[config.mk]
export PLATFORM = sky130hd
export DESIGN_NAME = uart_rx_ctrl
export DESIGN_NICKNAME = d
export VERILOG_FILES = /design/src/rtl/uart_rx_ctrl.sv
export SDC_FILE = /design/constraint.sdc
export NUM_CORES = 1
export LEC_CHECK = 0
export ABC_AREA = 0
export ABC_CLOCK_PERIOD_IN_PS = 3500
export CORE_UTILIZATION = 49
export DETAILED_ROUTE_END_ITERATION = 8
export PLACE_DENSITY = 0.78
export SYNTH_ARGS = -nofsm -noshare
export SYNTH_HDL_FRONTEND = slang
export SYNTH_SLANG_ARGS = --single-unit
export TNS_END_PERCENT = 20
[constraint.sdc]
create_clock -name clk -period 3.5 [get_ports clk]
set_input_delay 0.525 -clock clk [delete_from_list [all_inputs] [get_ports clk]]
set_output_delay 0.525 -clock clk [all_outputs]
set_load 0.005 [all_outputs]
[src/rtl/uart_rx_ctrl.sv]
// Sequencer for one uartRX receiver: owns its enable, buffers bytes in a show-ahead FIFO,
// auto-recovers from framing errors. Optional idle timeout under UART_RX_CTRL_TIMEOUT_EN.
module uart_rx_ctrl #(
  parameter int FIFO_DEPTH     = 4,
  parameter int RECOVER_CYCLES = 4,
  parameter int TIMEOUT_CYCLES = 64
) (
  input  logic                          clk,
  input  logic                          rst,
  input  logic                          ctrl_en,
  output logic                          rx_en,
  input  logic [7:0]                    rx_data,
  input  logic                          rx_done,
  input  logic                          rx_busy,
  input  logic                          rx_err,
  output logic [7:0]                    m_data,
  output logic                          m_valid,
  input  logic                          m_ready,
  output logic [$clog2(FIFO_DEPTH):0]   fifo_count,
  output logic [7:0]                    err_count,
  output logic [7:0]                    ovf_count,
  output logic [1:0]                    state,
  output logic                          timeout
);

  localparam int PW  = $clog2(FIFO_DEPTH);
  localparam int CW  = PW + 1;
  localparam int RCW = $clog2(RECOVER_CYCLES + 1);

  typedef enum logic [1:0] {S_OFF = 2'd0, S_ARM = 2'd1, S_RUN = 2'd2, S_RECOVER = 2'd3} state_e;

  state_e         state_q, state_d;
  logic [RCW-1:0] rec_q, rec_d;
  logic           rx_en_q, rx_en_d;
  logic [7:0]     err_q, err_d, ovf_q, ovf_d;
  logic [PW-1:0]  wr_q, wr_d, rd_q, rd_d;
  logic [CW-1:0]  cnt_q, cnt_d, remain;
  logic [7:0]     head_q, head_d;
  logic           valid_q, valid_d;
  logic [7:0]     mem_q [FIFO_DEPTH];

  logic in_run, push_req, push, pop, full;

  always_comb begin
    state_d  = state_q;
    rec_d    = rec_q;
    err_d    = err_q;
    in_run   = (state_q == S_RUN);
    push_req = in_run & rx_done & ~rx_err;
    case (state_q)
      S_OFF:   if (ctrl_en) state_d = S_ARM;
      S_ARM:   state_d = S_RUN;
      S_RUN: begin
        if (rx_err) begin
          state_d = S_RECOVER;
          rec_d   = RCW'(RECOVER_CYCLES);
        end
      end
      S_RECOVER: begin
        rec_d = rec_q - 1'b1;
        if (rec_q <= RCW'(1)) state_d = S_ARM;
      end
      default: state_d = S_OFF;
    endcase
    if (!ctrl_en) state_d = S_OFF;
    if (in_run && rx_err && err_q != 8'hFF) err_d = err_q + 8'd1;
    rx_en_d = (state_d == S_ARM) || (state_d == S_RUN);
  end

  // Pop frees a slot the same cycle, so a full FIFO with a pop still accepts the push.
  always_comb begin
    pop    = valid_q & m_ready;
    full   = (cnt_q == CW'(FIFO_DEPTH));
    push   = push_req & (~full | pop);
    ovf_d  = ovf_q;
    if (push_req && full && !pop && ovf_q != 8'hFF) ovf_d = ovf_q + 8'd1;
    wr_d   = push ? wr_q + 1'b1 : wr_q;
    rd_d   = pop  ? rd_q + 1'b1 : rd_q;
    cnt_d  = cnt_q + CW'(push) - CW'(pop);
    remain = cnt_q - CW'(pop);
    head_d = head_q;
    if (remain != '0)  head_d = mem_q[rd_d];
    else if (push)     head_d = rx_data;
    valid_d = (cnt_d != '0);
  end

  always_ff @(posedge clk) begin
    if (rst) begin
      state_q <= S_OFF;
      rec_q   <= '0;
      rx_en_q <= 1'b0;
      err_q   <= '0;
      ovf_q   <= '0;
      wr_q    <= '0;
      rd_q    <= '0;
      cnt_q   <= '0;
      head_q  <= '0;
      valid_q <= 1'b0;
    end else begin
      state_q <= state_d;
      rec_q   <= rec_d;
      rx_en_q <= rx_en_d;
      err_q   <= err_d;
      ovf_q   <= ovf_d;
      wr_q    <= wr_d;
      rd_q    <= rd_d;
      cnt_q   <= cnt_d;
      head_q  <= head_d;
      valid_q <= valid_d;
    end
  end

  always_ff @(posedge clk) begin
    if (push) mem_q[wr_q] <= rx_data;
  end

`ifdef UART_RX_CTRL_TIMEOUT_EN
  localparam int TW = $clog2(TIMEOUT_CYCLES + 1);
  logic [TW-1:0] idle_q, idle_d;
  logic          armed_q, armed_d, to_q, to_d;

  // Idle count only advances once a byte has arrived since the last pulse.
  always_comb begin
    idle_d  = idle_q;
    armed_d = armed_q;
    to_d    = 1'b0;
    if (push_req) armed_d = 1'b1;
    if (!in_run || rx_done || rx_busy) begin
      idle_d = '0;
    end else if (armed_q) begin
      if (idle_q == TW'(TIMEOUT_CYCLES - 1)) begin
        to_d    = 1'b1;
        idle_d  = '0;
        armed_d = 1'b0;
      end else begin
        idle_d = idle_q + 1'b1;
      end
    end
  end

  always_ff @(posedge clk) begin
    if (rst) begin
      idle_q  <= '0;
      armed_q <= 1'b0;
      to_q    <= 1'b0;
    end else begin
      idle_q  <= idle_d;
      armed_q <= armed_d;
      to_q    <= to_d;
    end
  end

  assign timeout = to_q;
`else
  logic unused_busy;
  assign unused_busy = rx_busy ^ (TIMEOUT_CYCLES == 0);
  assign timeout     = 1'b0;
`endif

  assign rx_en      = rx_en_q;
  assign m_data     = head_q;
  assign m_valid    = valid_q;
  assign fifo_count = cnt_q;
  assign err_count  = err_q;
  assign ovf_count  = ovf_q;
  assign state      = state_q;

endmodule
# Word level (Yosys, flattened, before mapping)
# Memories as Yosys holds them, arrays and structs flattened.
# Cells that the tools add are included.
# totals
in_bits	15
rom_bits	0
latchBits	0
ram_bits	32
ff_bits	38
word_cells	60
mem_count	1
out_inout_bits	32
# memory_table
name	depth	word_bits	read_ports	rd_clocked_by_memory_dff	wr	line_no	source
mem_q	4	8	1	0	1	40	logic [7:0] mem_q [FIFO_DEPTH];
# op_classes
multipliers	0
order_cmp	1
n_mux	11
n_bitwise	7
n_addsub	8
div	0
eq_ne	9
shift	0
n_reduce_logical	13
# op_table
cell	n
adder 8 x 1 -> 8 bit (second input constant)	2
two-way mux 8 bit	2
inequality test 8 bit (second input constant)	2
two-way mux 2 bit	4
case mux 2 bit (4 select lines)	1
== test 2 bit (second input constant)	3
case mux 3 bit (2 select lines)	1
nonzero test 3 bit	2
subtractor 3 x 1 -> 3 bit	2
logical AND 1 bit	5
adder 2 x 1 -> 2 bit (second input constant)	2
bitwise AND 1 bit	4
== test 2 x 1 -> 1 bit (second input constant)	2
nonzero test 2 bit	2
adder 3 x 1 -> 3 bit	1
== test 3 bit (second input constant)	1
less-or-equal comparator 3 x 1 -> 1 bit (second input constant)	1
two-way mux 3 bit	1
subtractor 3 x 1 -> 3 bit (second input constant)	1
logical NOT 2 bit	1
two-way mux 1 bit	2
inequality test 2 bit (second input constant)	1
inverter 1 bit	2
AND reduction 2 bit	1
3 further kinds	3

# Longest topological paths before layout
# Gate-level depths: netlist of run 1.
# depth
depth_word	7
mapped_depth	13
ltp_nobuf	10

# Least setup slack after synthesis of run 1
# No wires, ideal clock.
# synth_timing
path_type	input to register
startpoint	input m_ready
endpoint	register valid_q, in the netlist m_valid
t_required_ps	3376
arrival_ps	2487
path_stages	13
n_path_buf	3
slack_ps	889
cell_sequence	clkbuf_1 nand2_2 inv_1 o41a_2 buf_6 buf_6 inv_1 ha_1 inv_1 ha_1 fa_1 nor2_1 a21oi_1
# synth_via
elab_chain_cells	6
# synth_rtl
item	line_no	source
from (decl)	18	input logic m_ready,
bitwise AND 1 bit (*)	72	pop = valid_q & m_ready;
OR 1 bit	74	push = push_req & (~full | pop);
bitwise AND 1 bit	74	
adder 3 x 1 -> 3 bit	79	cnt_d = cnt_q + CW'(push) - CW'(pop);
subtractor 3 x 1 -> 3 bit (*)	79	
via cnt_d[1]	37	logic [CW-1:0] cnt_q, cnt_d, remain;
nonzero test 3 bit (*)	84	valid_d = (cnt_d != '0);
to (signal assigned)	109	valid_q <= valid_d;
to (decl)	39	logic valid_q, valid_d;
# Mark *: on every way through the listed nets, which the timed path passes. The rest lies on a longest branch.
# A chain may end at the register's enable or synchronous reset.

# Worst setup path in the final report of run 1
# layout_timing
startpoint	input m_ready
endpoint	register valid_q, in the netlist m_valid
# layout_via
elab_chain_cells	6
# layout_rtl
item	line_no
bitwise AND 1 bit (*)	72
OR 1 bit	74
bitwise AND 1 bit	74
adder 3 x 1 -> 3 bit	79
subtractor 3 x 1 -> 3 bit (*)	79
nonzero test 3 bit (*)	84
# Mark *: on every way between the ends. The rest lies on a longest branch, timed or not.

==> metrics.yaml, run 1 <==
synth.area.top_cells: "edfxtp_1 (28%), dfxtp_1 (22%), mux2i_1 (7.0%)"
avgViaCountPerCell: 5.61
clockRootBuffer: "clkbuf_8"
grt_pass1_wl_um: 11400
fp.dieW_um: 85.6
reg2reg_slack_ns: 1.03
dp_cells: 439
path_max_fanout: 11
first_pass_iters: 4
io_buffers: 44
worst-path-buf-inv: 4
syn-cell-area_mm2: 0.00343
worstMarginPinSlew_ns: 1.02
crit_arrival_ns: 2.88
max_freq_mhz: 376
min_delay_worst_endpoint: "rec_q[1]"
drc: 0
worstSetupPathType: "in2reg"
netlist_top_cells_count: "dfxtp_1 (38), edfxtp_1 (32), mux2i_1 (24), nor2_1 (21), inv_1 (17)"
utilization: 0.610
cp.required_ns: 3.72
hold_depth: 2
post_cts_buffers: 0
final_area_mm2: 0.00414
async_reset_ff_frac: 0
yosysSeqAreaShare: 0.502
critPathMaxStageDelay_ns: 0.48
clock_latency_ns: 0.34
crit_top_cell: "inv_1"
syn_inst: 311
r2r-start: "m_valid"
rsz0062_at_grt: "no"
drv_slew: 0
final-setup-viol-count: 0
synth-seq-cells: 70
start_util: 0.505
r2r_cells: 11
crit_path_cell_trace: "clkdlybuf4s50_1, nand2_2, inv_1, o41a_2, inv_1, ha_1, inv_1, ha_1, fa_1, xnor2_1, a21oi_1"
yosysMostFrequentCell: "dfxtp_1"
p_per_area_mw_per_mm2: 561
fin_tns_setup_ns: 0
maxCapViolations: 0
fp-row-count: 30
ctsHoldBuffers: 0
antenna_found_initial: 0
hp-start: "rec_q[1]"
postRouteAntennaNets: 0
dpl.hpwl_um: 4660
period_share: 0.761
period_minus_slack_ns: 2.66
placed_area_mm2: 0.00393
synth_ff_type: "dfxtp_1"
die_y_um: 85.6
r2r_end: "m_valid"
layout-drive-gt1-share: 0.0864
diodes: 0
core-area_mm2: 0.00679
critPathCaptureType: "register"
post_cts_resized: 0
globalRouteTotalUtil: 0.202
grt_pass1_vias: 2365
syn-num-nets: 338
synth_edf_count: 32
io_pins: 47
crit_family: "adder cells"
grt_max_degree: 28
cts.sinks: 70
path_clk_slew_ns: 0.07
htreeDepth: 3
numCtsBuffers: 9
hold_path_class: "reg2reg"
dieArea_mm2: 0.00734
first_iter_violations: 174
fin_skew_ns: 0.00906
clockBufferDepth: 2
synth_cell_type_count: 56
leakage_nw: 1.43
fin_nets: 381
vias: 2553
syn-mean-instance-area_um2: 11.0
cp_slowest_cell: "clkdlybuf4s50_1"
status: "finished, final reports clean"
cts_tree: "yes"
avgRoutedWirePerCell_um: 15.3
hold_viol: 0
yosys_warnings: 0
synth_top_area_share: 0.280
grt-ovfl-total: 0
layout.cells.non_filler: 455
ir_worst_vdd_v: 0.000300
maxSlewHeadroom: 0.316
wl_um: 6950
start_kind: "input pin"
syn_to_final_growth_pct: 20.8
whs_ns: 0.496
yosys.area.top_type: "edfxtp_1"
gp_congestion: 0.859
-- cell type report --
cell class	count	area (um2)
Multi-Input combinational cell	206	1540
Timing Repair Buffer	50	485
Inverter	17	63.8
Sequential cell	70	1720
Fill cell	566	2650
Tap cell	96	120
Clock buffer	11	141
Clock inverter	5	72.6
-- per-stage QoR --
step / setup WS, ns / total power [mW]
floorplan: 0.889 / 1.38
global placement: 0.560 / 1.61
detailed placement: 0.481 / 1.63
CTS: 0.841 / 2.33
global route: 0.702 / 2.44
finish: 0.837 / 2.32
-- layer usage --
layer	global-route usage	share of wire	up-vias	wire length, um
met4	0.0742	0.0049	0	34
met5	0	0	-	0
met1	0.275	0.48	1236	3330
met3	0.0510	0.038	6	262
li1	-	-	1256	-
met2	0.312	0.48	55	3320
-- sequential cells by signal, summed over array words and instances (netlist names), 3 cells and up --
name        flops
rec_q           3
ovf_count       8
m_data          8
mem_q          32
err_count       8
fifo_count      3
-- placed cells by master (no fill, tap or decap), types with 5 or more instances in the layout --
cell             instances
a211oi_1                 8
a2bb2oi_1               14
edfxtp_1                32
clkbuf_8                10
dfxtp_1                 38
and3_1                   5
nor2_1                  21
nand4_1                  5
nand2_1                 12
o21ai_0                 13
a21oi_1                 12
and4b_1                  7
nand3_1                  6
mux2i_1                 24
ha_1                    11
buf_4                    6
xnor2_1                  8
clkdlybuf4s50_1         44
inv_1                   17
o22ai_1                  8
-- cells by family after synthesis --
| group | count (synthesis) | synth area share |
|---|---|---|
| muxes | 27 | 0.0799 |
| AOI/OAI and AO/OA | 73 | 0.150 |
| xor gates and xnor gates | 10 | 0.0255 |
| other | 1 | 0.00109 |
| DFF | 70 | 0.502 |
| and+or+nand+nor | 83 | 0.146 |
| buffers and inverters | 35 | 0.0496 |
| adders and majority gates | 12 | 0.0460 |
-- tightest hold or removal path, delay by kind of cell (launching register included) --
family / cells / cell delay [ns]
DFF: 1 / 0.33
and+or+nand+nor: 1 / 0.07
AOI/OAI and AO/OA: 1 / 0.06
-- power by group --
group          internal, mW  switching [mW]
sequential            0.927          0.0862
clock                 0.415           0.293
combinational         0.318           0.283
-- worst max-delay path by stage --
| stage | startpoint | to | slack (ns) | cells after the start |
|---|---|---|---|---|
| after global placement | m_ready | m_valid | 0.56 | 11 |
| after detailed placement | m_ready | m_valid | 0.48 | 11 |
| after CTS | m_ready | m_valid | 0.84 | 11 |
| final | m_ready | m_valid | 0.84 | 11 |
| after floorplan | m_ready | m_valid | 0.89 | 13 |
| after global routing | m_ready | m_valid | 0.70 | 11 |
No activity file was read; power rests on OpenSTA's default activity.
==> run 2: changes to the inputs <==
--- a/config.mk
+++ b/config.mk
@@ -6,10 +6,10 @@
 export NUM_CORES = 1
 export LEC_CHECK = 0
 export ABC_AREA = 0
-export ABC_CLOCK_PERIOD_IN_PS = 3500
+export ABC_CLOCK_PERIOD_IN_PS = 2250
 export CORE_UTILIZATION = 49
 export DETAILED_ROUTE_END_ITERATION = 8
-export PLACE_DENSITY = 0.78
+export PLACE_DENSITY = 0.8
 export SYNTH_ARGS = -nofsm -noshare
 export SYNTH_HDL_FRONTEND = slang
 export SYNTH_SLANG_ARGS = --single-unit
==> constraint.sdc (replaced) <==
create_clock -name clk -period 2.25 [get_ports clk]
set_input_delay 0.3375 -clock clk [delete_from_list [all_inputs] [get_ports clk]]
set_output_delay 0.3375 -clock clk [all_outputs]
set_load 0.005 [all_outputs]
==> metrics.yaml, run 2 (synthesis results as in run 1) <==
first_pass_iters: 4  # unchanged
critPathMaxStageDelay_ns: 0.53  # +0.05 ns
globalRouteTotalUtil: 0.223  # +0.0217
layout.cells.non_filler: 480  # +5.5%
layout-drive-gt1-share: 0.159  # +0.0725
ir_worst_vdd_v: 0.000615  # +100%
fp.dieW_um: 85.6  # unchanged
start_util: 0.505  # unchanged
diodes: 0  # unchanged
clockBufferDepth: 2  # unchanged
fin_skew_ns: 0.0107  # +0.00161 ns
largest-register: "mem_q"
critPathCaptureType: "register"
cts_tree: "yes"
cp.required_ns: 2.52  # -1.20 ns
fin_tns_setup_ns: 0  # unchanged
drv_slew: 0  # unchanged
antenna_found_initial: 0  # unchanged
clock_latency_ns: 0.34  # about the same
crit_arrival_ns: 2.43  # -0.45 ns
p_total_mw: 3.64  # +57%
clockRootBuffer: "clkbuf_8"
crit_family: "adder cells"
place_worst_setup_slack_ns: -0.393  # -0.874 ns
fin_nets: 406  # +6.6%
ctsHoldBuffers: 0  # unchanged
final-setup-viol-count: 0  # unchanged
cts.sinks: 70  # unchanged
mostFrequentLayoutCell: "clkdlybuf4s50_1"
path_max_fanout: 2  # -9
dpl.hpwl_um: 5450  # +17%
io_pins: 47  # unchanged
drc: 0  # unchanged
dp_cells: 463  # +5.5%
gp_congestion: 0.859  # about the same
status: "finished, final reports clean"
syn_to_final_growth_pct: 26.6
placed_area_mm2: 0.00413  # +5.1%
start_kind: "input pin"
maxSlewHeadroom: 0.637  # +0.321
utilization: 0.639  # +0.0293
numCtsBuffers: 9  # unchanged
whs_ns: 0.491  # -0.00512 ns
final_cell_mix: "clkdlybuf4s50_1 (42), dfxtp_1 (37), edfxtp_1 (32)"
grt_pass1_wl_um: 12600  # +11%
path_clk_slew_ns: 0.07  # about the same
wl_um: 7710  # +11%
io_buffers: 44  # unchanged
hold_viol: 0  # unchanged
fill_cells: 542  # -4.2%
dieArea_mm2: 0.00734  # unchanged
core-area_mm2: 0.00679  # unchanged
worstSetupPathType: "in2reg"
fp-row-count: 30  # unchanged
grt-ovfl-total: 0  # unchanged
leakage_nw: 1.57  # +10%
hold_path_class: "reg2reg"
p_per_area_mw_per_mm2: 838  # +49%
avgRoutedWirePerCell_um: 16.1  # +5.2%
maxCapViolations: 0  # unchanged
grt_pass1_vias: 2621  # +11%
grt_max_degree: 26  # -7.1%
rsz0062_at_grt: "no"
r2r-start: "state[0]"
final_area_mm2: 0.00434  # +4.8%
fin_ws_ns: 0.0861  # -0.751 ns
avgViaCountPerCell: 5.61  # about the same
vias: 2695  # +5.6%
cp_slowest_cell: "fa_2"
period_minus_slack_ns: 2.16
hp-start: "rec_q[1]"
worstMarginPinSlew_ns: 0.530  # -0.494 ns
first_iter_violations: 218  # +25%
startpoint: "rx_done"
max_freq_mhz: 462
period_share: 0.962
postRouteAntennaNets: 0  # unchanged
largest_register_ffs: 32  # unchanged
htreeDepth: 3  # unchanged
crit_path_cell_trace: "clkdlybuf4s50_1, and4bb_4, o41a_4, inv_1, ha_1, inv_1, ha_2, fa_2, nor2_1, a21oi_1"
worst-path-buf-inv: 3  # -1
crit_top_cell: "inv_1"
die_y_um: 85.6  # unchanged
==> run 2: changes by cell type in the layout (fill, tap and decap cells not counted), sizes merged <==
cell / change
clkinv: +2
bufinv: -1
buf: +25
dlymetal6s2s: +2
clkdlybuf4s50: -2
clkbuf: -1
==> run 2: path summary, 6_finish.rpt <==
| check | end | slack (ns) | cells after the start |
|---|---|---|---|
| worst min-delay path | rec_q[1] | 0.49 | 2 |
| worst min register to register | rec_q[1] | 0.49 | 2 |
| worst max register to register | m_valid | 0.18 | 9 |
| worst max-delay path | m_valid | 0.09 | 10 |
==> run 2: metal layers <==
layer	track usage	routed length, um	vias up
met1	0.286	3340	1281
met5	0	0	-
li1	-	-	1313
met3	0.0539	477	7
met4	0.0803	76	0
met2	0.369	3810	94
==> run 2: power breakdown <==
part           internal [mW]  leakage, nW  total [mW]  switching [mW]
Sequential              1.44        0.597        1.53          0.0873
Clock                  0.499       0.0949       0.949           0.450
Combinational          0.606        0.879        1.16           0.551
Total                   2.55         1.57        3.64            1.09
==> run 2: area by class of cell <==
class                           count  area, um2  share of cell area
Timing Repair Buffer               75        691               0.159
Clock inverter                      6       52.6              0.0121
Clock buffer                       10        128              0.0294
Tap cell                           96        120              0.0277
Inverter                           17       63.8              0.0147
Multi-Input combinational cell    206       1560               0.360
Sequential cell                    70       1720               0.397
==> run 2: repair_timing <==
action	in CTS	in global routing
hold endpoints to repair	0	0
gates resized for setup	1	4
buffers inserted	0	1
setup endpoints to repair	2	3
pin swaps	2	3
==> run 2: worst reg2reg max path: stages (launching register included) <==
cell and delay (ns):
dfxtp_1 0.32, and4bb_4 0.31, o41a_4 0.15, inv_1 0.04
ha_1 0.26, inv_1 0.05, ha_2 0.17, fa_2 0.53
nor2_1 0.04, a21oi_1 0.13
==> run 3: changes to the inputs <==
--- a/config.mk
+++ b/config.mk
@@ -10,6 +10,7 @@
 export CORE_UTILIZATION = 49
 export DETAILED_ROUTE_END_ITERATION = 8
 export PLACE_DENSITY = 0.8
+export REMOVE_ABC_BUFFERS = 1
 export SYNTH_ARGS = -nofsm -noshare
 export SYNTH_HDL_FRONTEND = slang
 export SYNTH_SLANG_ARGS = --single-unit
==> metrics.yaml, run 3 (synthesis results as in run 1) <==
crit_arrival_ns: 2.36  # -0.07 ns
final_cell_mix: "clkdlybuf4s50_1 (42), dfxtp_1 (38), edfxtp_1 (32)"
io_pins: 47  # unchanged
p_per_area_mw_per_mm2: 807  # -3.7%
htreeDepth: 3  # unchanged
period_minus_slack_ns: 2.15  # -0.00945 ns
mostFrequentLayoutCell: "clkdlybuf4s50_1"
io_buffers: 44  # unchanged
status: "finished, final reports clean"
cts.sinks: 70  # unchanged
antenna_found_initial: 0  # unchanged
leakage_nw: 1.54  # -2.1%
postRouteAntennaNets: 0  # unchanged
placed_area_mm2: 0.00411  # -0.39%
final_area_mm2: 0.00430  # -0.89%
dieArea_mm2: 0.00734  # unchanged
fp.dieW_um: 85.6  # unchanged
fin_skew_ns: 0.0113  # +0.000672 ns
hold_viol: 0  # unchanged
critPathCaptureType: "register"
grt_pass1_vias: 2523  # -3.7%
maxCapViolations: 0  # unchanged
maxSlewHeadroom: 0.660  # +0.0229
largest_register_ffs: 32  # unchanged
diodes: 0  # unchanged
p_comb_frac: 0.319  # about the same
p_total_mw: 3.47  # -4.5%
cellInternalPower_mw: 2.39  # -6.1%
largest-register: "mem_q"
wl_um: 7510  # -2.6%
worstMarginPinSlew_ns: 0.497  # -0.0335 ns
layout.cells.non_filler: 473  # -1.5%
dpl.hpwl_um: 5180  # -5.0%
path_clk_slew_ns: 0.07  # about the same
start_kind: "input pin"
whs_ns: 0.493  # +0.00178 ns
drv_slew: 0  # unchanged
pwr-share-seq: 0.435  # +0.014
start_util: 0.505  # unchanged
rsz0062_at_grt: "no"
dp_cells: 457  # -1.3%
grt-ovfl-total: 0  # unchanged
clockBufferDepth: 2  # unchanged
place_worst_setup_slack_ns: -0.314  # +0.0793 ns
hold_path_class: "reg2reg"
sw_frac_of_total: 0.311  # +0.0114
ir_worst_vdd_v: 0.000377  # -39%
die_y_um: 85.6  # unchanged
fin_ws_ns: 0.0956  # +0.00945 ns
power_frac_clock: 0.246  # -0.015
numCtsBuffers: 9  # unchanged
core-area_mm2: 0.00679  # unchanged
vias: 2666  # -1.1%
max_freq_mhz: 464  # +0.44%
grt_max_degree: 28  # +7.7%
cts_tree: "yes"
clockRootBuffer: "clkbuf_8"
clock_latency_ns: 0.35  # about the same
final-setup-viol-count: 0  # unchanged
syn_to_final_growth_pct: 25.5
globalRouteTotalUtil: 0.218  # -0.00535
layout-drive-gt1-share: 0.141  # -0.0183
worstSetupPathType: "in2reg"
gp_congestion: 0.793  # -7.6%
fin_nets: 399  # -1.7%
grt_pass1_wl_um: 12300  # -2.7%
drc: 0  # unchanged
cp.required_ns: 2.46  # -0.06 ns
fill_cells: 527  # -2.8%
first_iter_violations: 251  # +15%
p_switching_mw: 1.08  # -0.89%
avgViaCountPerCell: 5.64  # +0.39%
first_pass_iters: 5  # +1
period_share: 0.958  # -0.00420
path_max_fanout: 2  # unchanged
fp-row-count: 30  # unchanged
avgRoutedWirePerCell_um: 15.9  # -1.1%
## run 3: worst paths after layout
path | slack (ns) | cells after the start | from | endpoint
min reg2reg | 0.49 | 2 | rec_q[1] | rec_q[1]
max reg2reg | 0.14 | 9 | state[0] | m_valid
max | 0.1 | 10 | rx_done | m_valid
min | 0.49 | 2 | rec_q[1] | rec_q[1]
## run 3: through the flow
stage,TNS (ns),util
after floorplan,-1.47,-
after global placement,-0.748,0.605
after detailed placement,-0.868,0.605
after CTS,0,0.630
after global routing,0,0.633
final,0,0.633
## run 3: layout make-up
type,instances,area (um2),share of cell area
Timing Repair Buffer,68,676,0.157
Clock buffer,9,124,0.0288
Tap cell,96,120,0.0279
Sequential cell,70,1720,0.400
Clock inverter,7,41.3,0.00960
Inverter,17,63.8,0.0148
Multi-Input combinational cell,206,1560,0.362
## run 3: power by group through the flow
stage	registers, mW	clock network (mW)	logic, mW
detailed placement	1.53	0	1.06
global placement	1.53	0	1.03
global route	1.52	0.928	1.21
floorplan	1.61	0	0.483
CTS	1.51	0.876	1.07
finish	1.51	0.855	1.11
## run 3: worst max-delay path, cell delays in order
cell	delay (ns)
clkdlybuf4s50_1	0.46
and4bb_4	0.24
o41a_4	0.15
inv_1	0.04
ha_1	0.27
inv_1	0.06
ha_1	0.15
fa_2	0.44
nor2_1	0.14
a21oi_1	0.08
## run 3: metal layers
layer	share of wire	track usage
met5	0	0
met4	0.023	0.126
met3	0.068	0.0433
met2	0.49	0.344
met1	0.42	0.281
## run 3: repair_timing
action,4_1_cts,5_1_grt
buffers inserted,0,0
setup endpoints to repair,0,3
hold buffers,0,0
gates resized for setup,0,5
